**src/rtl/io_ctrl_pkg.sv**
```systemverilog
// rtl/io_ctrl_pkg.sv - shared types and constants for the I/O port controller
package io_ctrl_pkg;

  localparam int PORT_W = 16;
  localparam logic [3:0] ACK_TAG_DEFAULT = 4'hF;

  typedef enum logic [1:0] {
    IDLE     = 2'd0,
    ANNOUNCE = 2'd1,
    WAIT_ACK = 2'd2
  } irq_state_t;

endpackage

```
**src/rtl/sync_fifo.sv**
```systemverilog
// rtl/sync_fifo.sv - single-clock FIFO; a full FIFO still accepts a push when a pop lands on the same edge
module sync_fifo #(
  parameter int WIDTH = 16,
  parameter int DEPTH = 4,
  localparam int AW = $clog2(DEPTH)
) (
  input  logic             clk,
  input  logic             rst,
  input  logic             push,
  input  logic [WIDTH-1:0] din,
  input  logic             pop,
  output logic [WIDTH-1:0] head,
  output logic             full,
  output logic             empty,
  output logic [AW:0]      count
);

  logic [WIDTH-1:0] mem [DEPTH];
  logic [AW-1:0]    wr_ptr;
  logic [AW-1:0]    rd_ptr;
  logic             do_push;
  logic             do_pop;

  assign empty   = (count == '0);
  assign full    = (count == (AW + 1)'(DEPTH));
  assign do_pop  = pop && !empty;
  assign do_push = push && (!full || do_pop);
  // Head reads as zero when empty so downstream ports idle at a known value.
  assign head    = empty ? '0 : mem[rd_ptr];

  always_ff @(posedge clk or posedge rst) begin
    if (rst) begin
      wr_ptr <= '0;
      rd_ptr <= '0;
      count  <= '0;
    end else begin
      if (do_push) wr_ptr <= wr_ptr + 1'b1;
      if (do_pop)  rd_ptr <= rd_ptr + 1'b1;
      if (do_push && !do_pop)      count <= count + 1'b1;
      else if (do_pop && !do_push) count <= count - 1'b1;
    end
  end

  always_ff @(posedge clk) begin
    if (do_push) mem[wr_ptr] <= din;
  end

endmodule

```
**src/rtl/io_port_controller.sv**
```systemverilog
// rtl/io_port_controller.sv - RX/TX buffering, output-port write detection and one-shot interrupt announce
module io_port_controller
  import io_ctrl_pkg::*;
#(
  parameter int DEPTH = 4,
  parameter logic [3:0] ACK_TAG = ACK_TAG_DEFAULT,
  localparam int CW = $clog2(DEPTH) + 1
) (
  input  logic              i_clk,
  input  logic              i_reset,
  input  logic [PORT_W-1:0] i_output_port,
  output logic [PORT_W-1:0] o_input_port,
  output logic              o_interrupt,
  input  logic              i_rx_valid,
  input  logic [PORT_W-1:0] i_rx_data,
  output logic              o_rx_ready,
  output logic              o_tx_valid,
  output logic [PORT_W-1:0] o_tx_data,
  input  logic              i_tx_ready,
  output logic [CW-1:0]     o_rx_count,
  output logic              o_tx_overflow
);

  irq_state_t        state;
  irq_state_t        state_next;
  logic [PORT_W-1:0] prev_port;
  logic              port_event;
  logic              ack;
  logic              data_write;
  logic              rx_push;
  logic              rx_pop;
  logic              rx_full;
  logic              rx_empty;
  logic              tx_pop;
  logic              tx_full;
  logic              tx_empty;
  logic [CW-1:0]     tx_count;

  // A CPU write is only visible as a change of the port value.
  assign port_event = (i_output_port != prev_port);
  assign ack        = port_event && (i_output_port[PORT_W-1 -: 4] == ACK_TAG);
  assign data_write = port_event && !ack;

  always_ff @(posedge i_clk or posedge i_reset) begin
    if (i_reset) prev_port <= '0;
    else         prev_port <= i_output_port;
  end

  assign o_rx_ready = !rx_full;
  assign rx_push    = i_rx_valid && o_rx_ready;
  assign rx_pop     = ack && (state != IDLE);
  assign o_tx_valid = (tx_count != '0);
  assign tx_pop     = i_tx_ready && !tx_empty;

  sync_fifo #(.WIDTH(PORT_W), .DEPTH(DEPTH)) u_rx_fifo (
    .clk   (i_clk),
    .rst   (i_reset),
    .push  (rx_push),
    .din   (i_rx_data),
    .pop   (rx_pop),
    .head  (o_input_port),
    .full  (rx_full),
    .empty (rx_empty),
    .count (o_rx_count)
  );

  sync_fifo #(.WIDTH(PORT_W), .DEPTH(DEPTH)) u_tx_fifo (
    .clk   (i_clk),
    .rst   (i_reset),
    .push  (data_write),
    .din   (i_output_port),
    .pop   (tx_pop),
    .head  (o_tx_data),
    .full  (tx_full),
    .empty (tx_empty),
    .count (tx_count)
  );

  always_ff @(posedge i_clk or posedge i_reset) begin
    if (i_reset)                               o_tx_overflow <= 1'b0;
    else if (data_write && tx_full && !tx_pop) o_tx_overflow <= 1'b1;
  end

  always_ff @(posedge i_clk or posedge i_reset) begin
    if (i_reset) state <= IDLE;
    else         state <= state_next;
  end

  // An ack only counts once the head has been announced.
  always_comb begin
    state_next = state;
    case (state)
      IDLE:     if (!rx_empty) state_next = ANNOUNCE;
      ANNOUNCE: state_next = ack ? IDLE : WAIT_ACK;
      WAIT_ACK: if (ack) state_next = IDLE;
      default:  state_next = IDLE;
    endcase
  end

  always_comb begin
    o_interrupt = (state == ANNOUNCE);
  end

endmodule

```
**config.mk**
```make
export PLATFORM = sky130hd
export DESIGN_NAME = io_port_controller
export DESIGN_NICKNAME = d
export VERILOG_FILES = /design/src/rtl/io_ctrl_pkg.sv /design/src/rtl/sync_fifo.sv /design/src/rtl/io_port_controller.sv
export SDC_FILE = /design/constraint.sdc
export NUM_CORES = 1
export LEC_CHECK = 0
export ABC_AREA = 1
export CAP_MARGIN = 20
export CORE_MARGIN = 2
export CORE_UTILIZATION = 50
export DETAILED_ROUTE_END_ITERATION = 8
export HOLD_SLACK_MARGIN = 0.03
export PLACE_DENSITY = 0.71
export SLEW_MARGIN = 10
export SYNTH_ARGS = -nofsm -noshare
export SYNTH_HDL_FRONTEND = slang
export SYNTH_HIERARCHICAL = 1
export SYNTH_SLANG_ARGS = --single-unit
```
**constraint.sdc**
```tcl
create_clock -name i_clk -period 6.26 [get_ports i_clk]
set_input_delay 1.565 -clock i_clk [delete_from_list [all_inputs] [get_ports i_clk]]
set_output_delay 1.565 -clock i_clk [all_outputs]
set_load 0.05 [all_outputs]
```
* Yosys cells after proc, flatten, opt, wreduce, memory -nomap -nowiden
Memory sizes are Yosys's and may differ from the RTL's.
Index checks and enable logic that the tools add are counted.
** Cells by class
- Order comparisons :: 0
- Shifts and indexed selects :: 0
- Multiplexer cells :: 14
- Multiply operators :: 0
- Divide/modulo/power cells :: 0
- Reductions and logical operators :: 35
- Eq/ne operators :: 8
- Add/sub/neg operators :: 8
- Bitwise operators :: 0
** Operators by type and width (count)
- 16-bit 2-to-1 mux :: 2
- 16-bit inequality test :: 1
- 1-bit logical AND :: 15
- 3-bit 2-to-1 mux :: 4
- 1-bit logical NOT :: 10
- 2-bit by 1-bit adder with 2-bit output (second input constant) :: 4
- 3-bit by 1-bit adder with 3-bit output (second input constant) :: 2
- 3-bit equality test (second input constant) :: 2
- 3-bit logical NOT :: 2
- 2-bit 2-to-1 mux :: 3
- 2-bit case mux with 3 select lines :: 1
- 2-bit nonzero test :: 3
- 3-bit by 1-bit subtractor with 3-bit output (second input constant) :: 2
- 4-bit equality test (second input constant) :: 1
- 1-bit 2-to-1 mux :: 4
- 2-bit inequality test (second input constant) :: 2
- 3-bit nonzero test :: 1
- 2-bit by 1-bit equality test with 1-bit output (second input constant) :: 1
- 2-bit equality test (second input constant) :: 1
- 2-bit logical NOT :: 1
- 1-bit logical OR :: 2
- 2-bit AND reduction :: 1
** Word-level totals
- Bits in registers :: 33
- ROM bits :: 0
- Output and inout port bits :: 39
- Memories :: 2
- Memory bits (writable) :: 128
- Word-level logic and storage cells :: 76
- Latch bits :: 0
** Memory list
- u_rx_fifo.mem :: words 4, width 16, rd ports 1, clocked after memory_dff 0, write ports 1, RTL line sync_fifo.sv:18 : logic [WIDTH-1:0] mem [DEPTH];
- u_tx_fifo.mem :: words 4, width 16, rd ports 1, clocked after memory_dff 0, write ports 1, RTL line sync_fifo.sv:18

* Longest topological paths before layout
- Depth in word-level cells :: 10
- Mapped depth :: 21

* Hierarchy
Netlist, hierarchy kept.
** By module, submodules not included
- sync_fifo :: area each 3296.9 µm², cells an instance 312, instances 2
- io_port_controller :: area each 917.1 µm², cells an instance 132, instances 1

* Worst setup path before layout
OpenSTA, ideal clock, no wires.
- Path kind :: input-to-reg
- Start point :: input port i_output_port[15]
- End point :: memory u_rx_fifo.mem[0][0] (enable)
- Cell stages on the path :: 13
- Data required time :: 5.871 ns
- Path slack :: 2.775 ns
- Setup time :: 0.389 ns
- Buffers on the path :: 0
- Arrival :: 3.096 ns
- Path through :: nand2_1 -> inv_1 -> nor2_1 -> nor2_1 -> nand2_1 -> nor2_1 -> nand2_2 -> nand2_1 -> nor2_1 -> inv_1 -> nand3_1 -> nand2_2 -> nor2_1
** On the way
- Word-level cells in the longest chain between the ends :: 8
** RTL lines
- start: declaration :: RTL line io_port_controller.sv:11 : input logic [PORT_W-1:0] i_output_port,
- 16-bit inequality test or 4-bit equality test (tied branches) :: RTL line io_port_controller.sv:40, io_port_controller.sv:41
- 1-bit logical AND (*) :: RTL line io_port_controller.sv:41 : assign ack = port_event && (i_output_port[PORT_W-1 -: 4] == ACK_TAG);
- 1-bit logical AND (*) :: RTL line io_port_controller.sv:51 : assign rx_pop = ack && (state != IDLE);
- net rx_pop :: RTL line io_port_controller.sv:31 : logic rx_pop;
- 1-bit logical AND (*) :: RTL line sync_fifo.sv:26 : assign do_pop = pop && !empty;
- 1-bit logical OR (*) :: RTL line sync_fifo.sv:27 : assign do_push = push && (!full || do_pop);
- 1-bit logical AND (*) :: RTL line sync_fifo.sv:27
- 1-bit 2-to-1 mux (*) :: RTL line sync_fifo.sv:45 : if (do_push) mem[wr_ptr] <= din;
- 1-bit 2-to-1 mux (not written as such) (*) :: RTL line sync_fifo.sv:45
- end: declaration :: RTL line sync_fifo.sv:18
The timed path passes the listed nets; every way through them passes the cells marked *.

* Worst setup path after layout
- Start point :: register u_tx_fifo.rd_ptr[1]
- End point :: output port o_tx_data[15]
** On the way
- Word-level cells in the longest chain between the ends :: 2
** RTL lines
- start: declaration :: RTL line sync_fifo.sv:20 : logic [AW-1:0] rd_ptr;
- start signal: assignment :: RTL line sync_fifo.sv:38 : if (do_pop) rd_ptr <= rd_ptr + 1'b1;
- memory 4 x 16 bit
- 16-bit 2-to-1 mux :: RTL line sync_fifo.sv:29 : assign head = empty ? '0 : mem[rd_ptr];
- end: declaration :: RTL line io_port_controller.sv:18 : output logic [PORT_W-1:0] o_tx_data,
No other way between the ends.

==> reports/metrics.csv <==
metric,value,unit
Iteration-0 DRC Markers,330,
Yosys top cell area share,0.512,
max-capacitance violation count,0,
grt ovf,0,
Met2 Routed Length,7770,um
detailed-routed wire length on met3,753,um
Mapped Area,0.00751,mm2
final non-filler cell total,1030,
largest area contributor in the netlist,edfxtp_1,
RSZ-0062 raised after global routing,no,
kind of end point of the critical path,output port,
row count,44,
"FF+latch count, synth",161,
initial antenna violation count,0,
maximum vdd drop,0.425,mV
vias,4935,
n_diodes,0,
number of synthesized flops with an enable pin,128,
CTS hold repair buffers,0,
Vias per Instance,4.79,
Setup crit start kind,flip-flop,
Tcrit/Tclk final,0.723,
min-delay src,o_tx_overflow,
Synth Warn #,6,
die area,0.0160,mm2
vias in the first global route,4987,
Total GRT Usage,0.192,
Synth async-reset ratio,0.205,
Root Driver,clkbuf_16,
top-count cell post-synth,nand2_1,
top post-synthesis cells by count,"202 x nand2_1, 188 x inv_1, 128 x edfxtp_1",
Clock Skews,0.00697,ns
Unique masters post-synth,23,
final hold vios,0,
Min-Delay Path Depth,2,
synthesis-to-layout area growth,18.9,%
Final Wtd Congestion,0.747,
register area share after synthesis,0.622,
worst endpoint required time,4.70,ns
CP Class,flip-flop to output port,
pin count of the biggest net entering global routing,36,
"Clk Latency, worst-skew pair",0.42,ns
dominant cells by area after synthesis,"edfxtp_1 51%, dfrtp_1 11%, nand2_1 10%, inv_1 9.4%, nand3_1 3.7%",
Die Span X,127,um
Max clock buf depth,2,
total setup buffers inserted after CTS,0,
worst reg-to-reg path cell count,8,
DP HPWL,9350,um
# nets final,881,
Routed Antenna Nets,0,
Hold Path Class,flip-flop to flip-flop,
Initial Utilization,0.515,
FF-to-FF Start,u_tx_fifo/count[0],
Lkg Pwr,4.12,nW
fraction of layout cells with a size suffix above 1,0.111,
drt total wl,14500,um
CTS Sinks,161,
I/O pin count,75,
Synth Flop Type,edfxtp_1,
Residual DRC,0,
M1 wire length,5840,um
core area,0.0146,mm2
Worst Path Arrival,2.96,ns
mean routed wirelength per cell,14.1,um
placed cells,998,
Worst Hold Endpoint,o_tx_overflow,
htree depth,4,
setup TNS,0,ns
Pwr Density,560,mW/mm2
Cells after Synth,756,
relative slew slack,0.268,
Port Buffer Count,74,
"Avg Cell Area, Syn",9.94,um2
CTS tree,done,
FF-to-FF End,u_tx_fifo/mem[0][13],
max-slew violation count,0,
drt pass-1 iters,5,
post-cts sizing count,0,
R2R Setup Slk,3.53,ns
syn_nets,804,
Max Freq,0.221,GHz
Critical Path Fanout Max,19,
CTS buffer count,17,
outcome,"finished, final reports clean",
Die Y,127,um
top routing layer in use,met4,
first-pass GRT wire length,23700,um
min Tclk post-route,4.53,ns
Worst-Margin Slew,1.10,ns
Final setup viols,0,
Worst-path clk slew,0.06,ns
[how the worst max path moves through the flow]
| stage | start | endpoint | slack (ns) | cells after the start |
|---|---|---|---|---|
| floorplan | i_output_port[15] | u_rx_fifo/mem[0][0] | 2.78 | 13 |
| global placement | i_output_port[1] | u_rx_fifo/count[1] | 2.02 | 19 |
| detailed placement | i_output_port[1] | u_rx_fifo/count[1] | 1.89 | 19 |
| CTS | u_tx_fifo/rd_ptr[1] | o_tx_data[15] | 1.76 | 4 |
| global route | u_tx_fifo/rd_ptr[1] | o_tx_data[15] | 1.64 | 4 |
| finish | u_tx_fifo/rd_ptr[1] | o_tx_data[15] | 1.73 | 4 |
[cell usage in the layout (no fill, tap or decap), drive strengths merged, types with 10 or more instances in the layout]
cell type	count
clkdlybuf4s50	74
ha	10
inv	197
clkbuf	19
nor2	41
a21oi	34
nand3	75
dfrtp	33
nand2	205
edfxtp	128
[layout make-up]
| type | count | area [um2] |
|---|---|---|
| Multi-Input combinational cell | 379 | 1920 |
| Fill cell | 1176 | 5660 |
| Timing Repair Buffer | 80 | 786 |
| Tap cell | 184 | 230 |
| Sequential cell | 161 | 4670 |
| Clock buffer | 19 | 443 |
| Clock inverter | 13 | 151 |
| Inverter | 194 | 736 |
[flip-flops by register name, indices dropped and copies added, names as in the netlist, 3 cells and up]
| register | cells |
|---|---|
| u_tx_fifo/mem | 64 |
| u_rx_fifo/mem | 64 |
| prev_port | 16 |
| u_rx_fifo/count | 3 |
| u_tx_fifo/count | 3 |
[per-layer routing]
| layer | up-vias | track usage |
|---|---|---|
| met3 | 13 | 0.0485 |
| met4 | 0 | 0.0621 |
| li1 | 2488 | - |
| met2 | 133 | 0.349 |
| met1 | 2301 | 0.221 |
| met5 | - | 0 |
[report_power, final]
| group | internal [mW] | switching (mW) | total, mW |
|---|---|---|---|
| Sequential | 1.48 | 0.141 | 1.62 |
| Combinational | 0.724 | 1.63 | 2.35 |
| Clock | 0.606 | 0.426 | 1.03 |
| Total | 2.81 | 2.20 | 5.00 |
[worst max-delay path, cell delays in order, from the launching register on]
cell and delay (ns):
dfrtp_1 0.91, clkinv_2 0.57, nand3_1 0.23, a21oi_1 0.10, clkdlybuf4s50_1 0.72
[stage by stage]
| step | utilization | instance area [um2] | hold WS [ns] | setup slack (ns) | power (mW) |
|---|---|---|---|---|---|
| detailed placement | 0.572 | 8340 | 0.503 | 1.89 | 4.00 |
| finish | 0.612 | 8930 | 0.502 | 1.73 | 5.00 |
| floorplan | - | 7510 | 0.476 | 2.78 | 3.36 |
| global route | 0.612 | 8930 | 0.569 | 1.64 | 5.27 |
| global placement | 0.572 | 8340 | 0.499 | 2.02 | 3.93 |
| CTS | 0.612 | 8930 | 0.520 | 1.76 | 5.04 |
[cell families after synthesis]
kind of cell / count (synthesis) / share of synthesized area
fa+ha+maj: 12 / 0.0220
flops: 161 / 0.622
compound gates: 36 / 0.0345
simple gates: 327 / 0.193
buf+inv: 216 / 0.124
xor+xnor: 4 / 0.00466
Power figures use the tool's default switching activity.
==> variant: new RTL, config.mk and constraints unchanged <==
`DEPTH` is set to 4 in 2 places; all go to 2.
--- a/src/rtl/sync_fifo.sv
+++ b/src/rtl/sync_fifo.sv
@@ -1,7 +1,7 @@
 // rtl/sync_fifo.sv - single-clock FIFO; a full FIFO still accepts a push when a pop lands on the same edge
 module sync_fifo #(
   parameter int WIDTH = 16,
-  parameter int DEPTH = 4,
+  parameter int DEPTH = 2,
   localparam int AW = $clog2(DEPTH)
 ) (
   input  logic             clk,
--- a/src/rtl/io_port_controller.sv
+++ b/src/rtl/io_port_controller.sv
@@ -2,7 +2,7 @@
 module io_port_controller
   import io_ctrl_pkg::*;
 #(
-  parameter int DEPTH = 4,
+  parameter int DEPTH = 2,
   parameter logic [3:0] ACK_TAG = ACK_TAG_DEFAULT,
   localparam int CW = $clog2(DEPTH) + 1
 ) (
Interface: changed (resized o_rx_count); port bits go from 75 to 74. The function was not compared with the original's and may differ.
==> variant against the original RTL <==
  * Sequential share of layout area up 0.42 points
  * Utilization is 3.2 points higher
  * Worst hold slack lost 16 ps
  * Non-clock buffer count decreased by 5
  * Sequential cell count is 70 lower
  * Highest routed layer unchanged
  * Routed wire length is 48% lower
  * Total power down 44%
  * Synthesized area down 48%
  * Worst setup slack improved by 550 ps
  * Design area fell by 45%
==> variant: results <==
group,metric,value,unit
cells_and_area,clockNetworkAreaShare,4.70,%
clocking,cts-root-buf,"clkbuf_8",
placement,hpwl,5090,um
cells_and_area,nonClkBufAreaFrac,15.1,%
route,dr_wl_met3,358,um
global_routing,grt_pass1_wl,12200,um
logic_synthesis,syn_nets,408,
global_routing,globalRouteMet2Util,31.8,%
placement,dpl_cell_area,4700,sq um
logic_synthesis,synth_fa_ha_area_share,0.640,%
status,outcome,"completed",
global_routing,track_usage,18.7,%
placement,post-place-ws,2320,ps
pwr,swShare,45.2,%
route,drtIter0Drc,162,
pwr,clkPwrFrac,16.3,%
logic_synthesis,synth_edf_count,64,
route,drt_first_pass_iters,4,
route,drt-total-wl,7550,um
pwr,pwr-share-comb,49.8,%
cells_and_area,nFlopsAndLatches,91,
cells_and_area,num-multi-input-gates,215,
sta,finalClockSkew,6.73,ps
placement,gp_congestion,0.764,
global_routing,grt_max_degree,20,
pwr,p_comb,1.39,mW
logic_synthesis,synth_compound_area_share,6.18,%
logic_synthesis,netlist_top_cells_area,"edfxtp_1 49%, dfrtp_1 17%, nand2_1 12%, inv_1 5.2%, a21oi_2 4.3%",
route,viasPerCell,4.80,
route,routedLengthMet1,3310,um
route,wl_met2,3810,um
logic_synthesis,synthTopCellsByCount,"124 x nand2_1, 64 x edfxtp_1, 54 x inv_1, 34 x nor2_1, 27 x dfrtp_1",
logic_synthesis,ys_types,18,
cells_and_area,nClkBuffers,10,
cells_and_area,final-seq-area,2600,sq um
cells_and_area,nNonClkInverters,56,
logic_synthesis,syn_inst,370,
## variant: cell types whose count changed in the layout (fill, tap and decap cells not counted), sizes merged, moves of 4 or more
cell and delta:
buf -4, clkbuf -9, dfrtp -6, edfxtp -64, ha -8, inv -143
nand2 -78, nand3 -68
## variant: path summary, 6_finish.rpt
kind                                                     start                              to  slack (ps)  cells past startpoint
worst min register to register    u_tx_fifo/wr_ptr$_DFFE_PP0N_    u_tx_fifo/wr_ptr$_DFFE_PP0N_         490                      2
max in group asynchronous                              i_reset            state[1]$_DFFE_PP0P_        4040                      2
worst max register to register  u_tx_fifo/count[0]$_DFFE_PP0P_  u_tx_fifo/count[1]$_DFFE_PP0P_        3970                     11
worst max-delay path              u_rx_fifo/rd_ptr$_DFFE_PP0P_                 o_input_port[2]        2290                      4
worst min-delay path              u_tx_fifo/wr_ptr$_DFFE_PP0N_    u_tx_fifo/wr_ptr$_DFFE_PP0N_         490                      2
min in group asynchronous                              i_reset    u_rx_fifo/wr_ptr$_DFFE_PP0N_        1460                      2
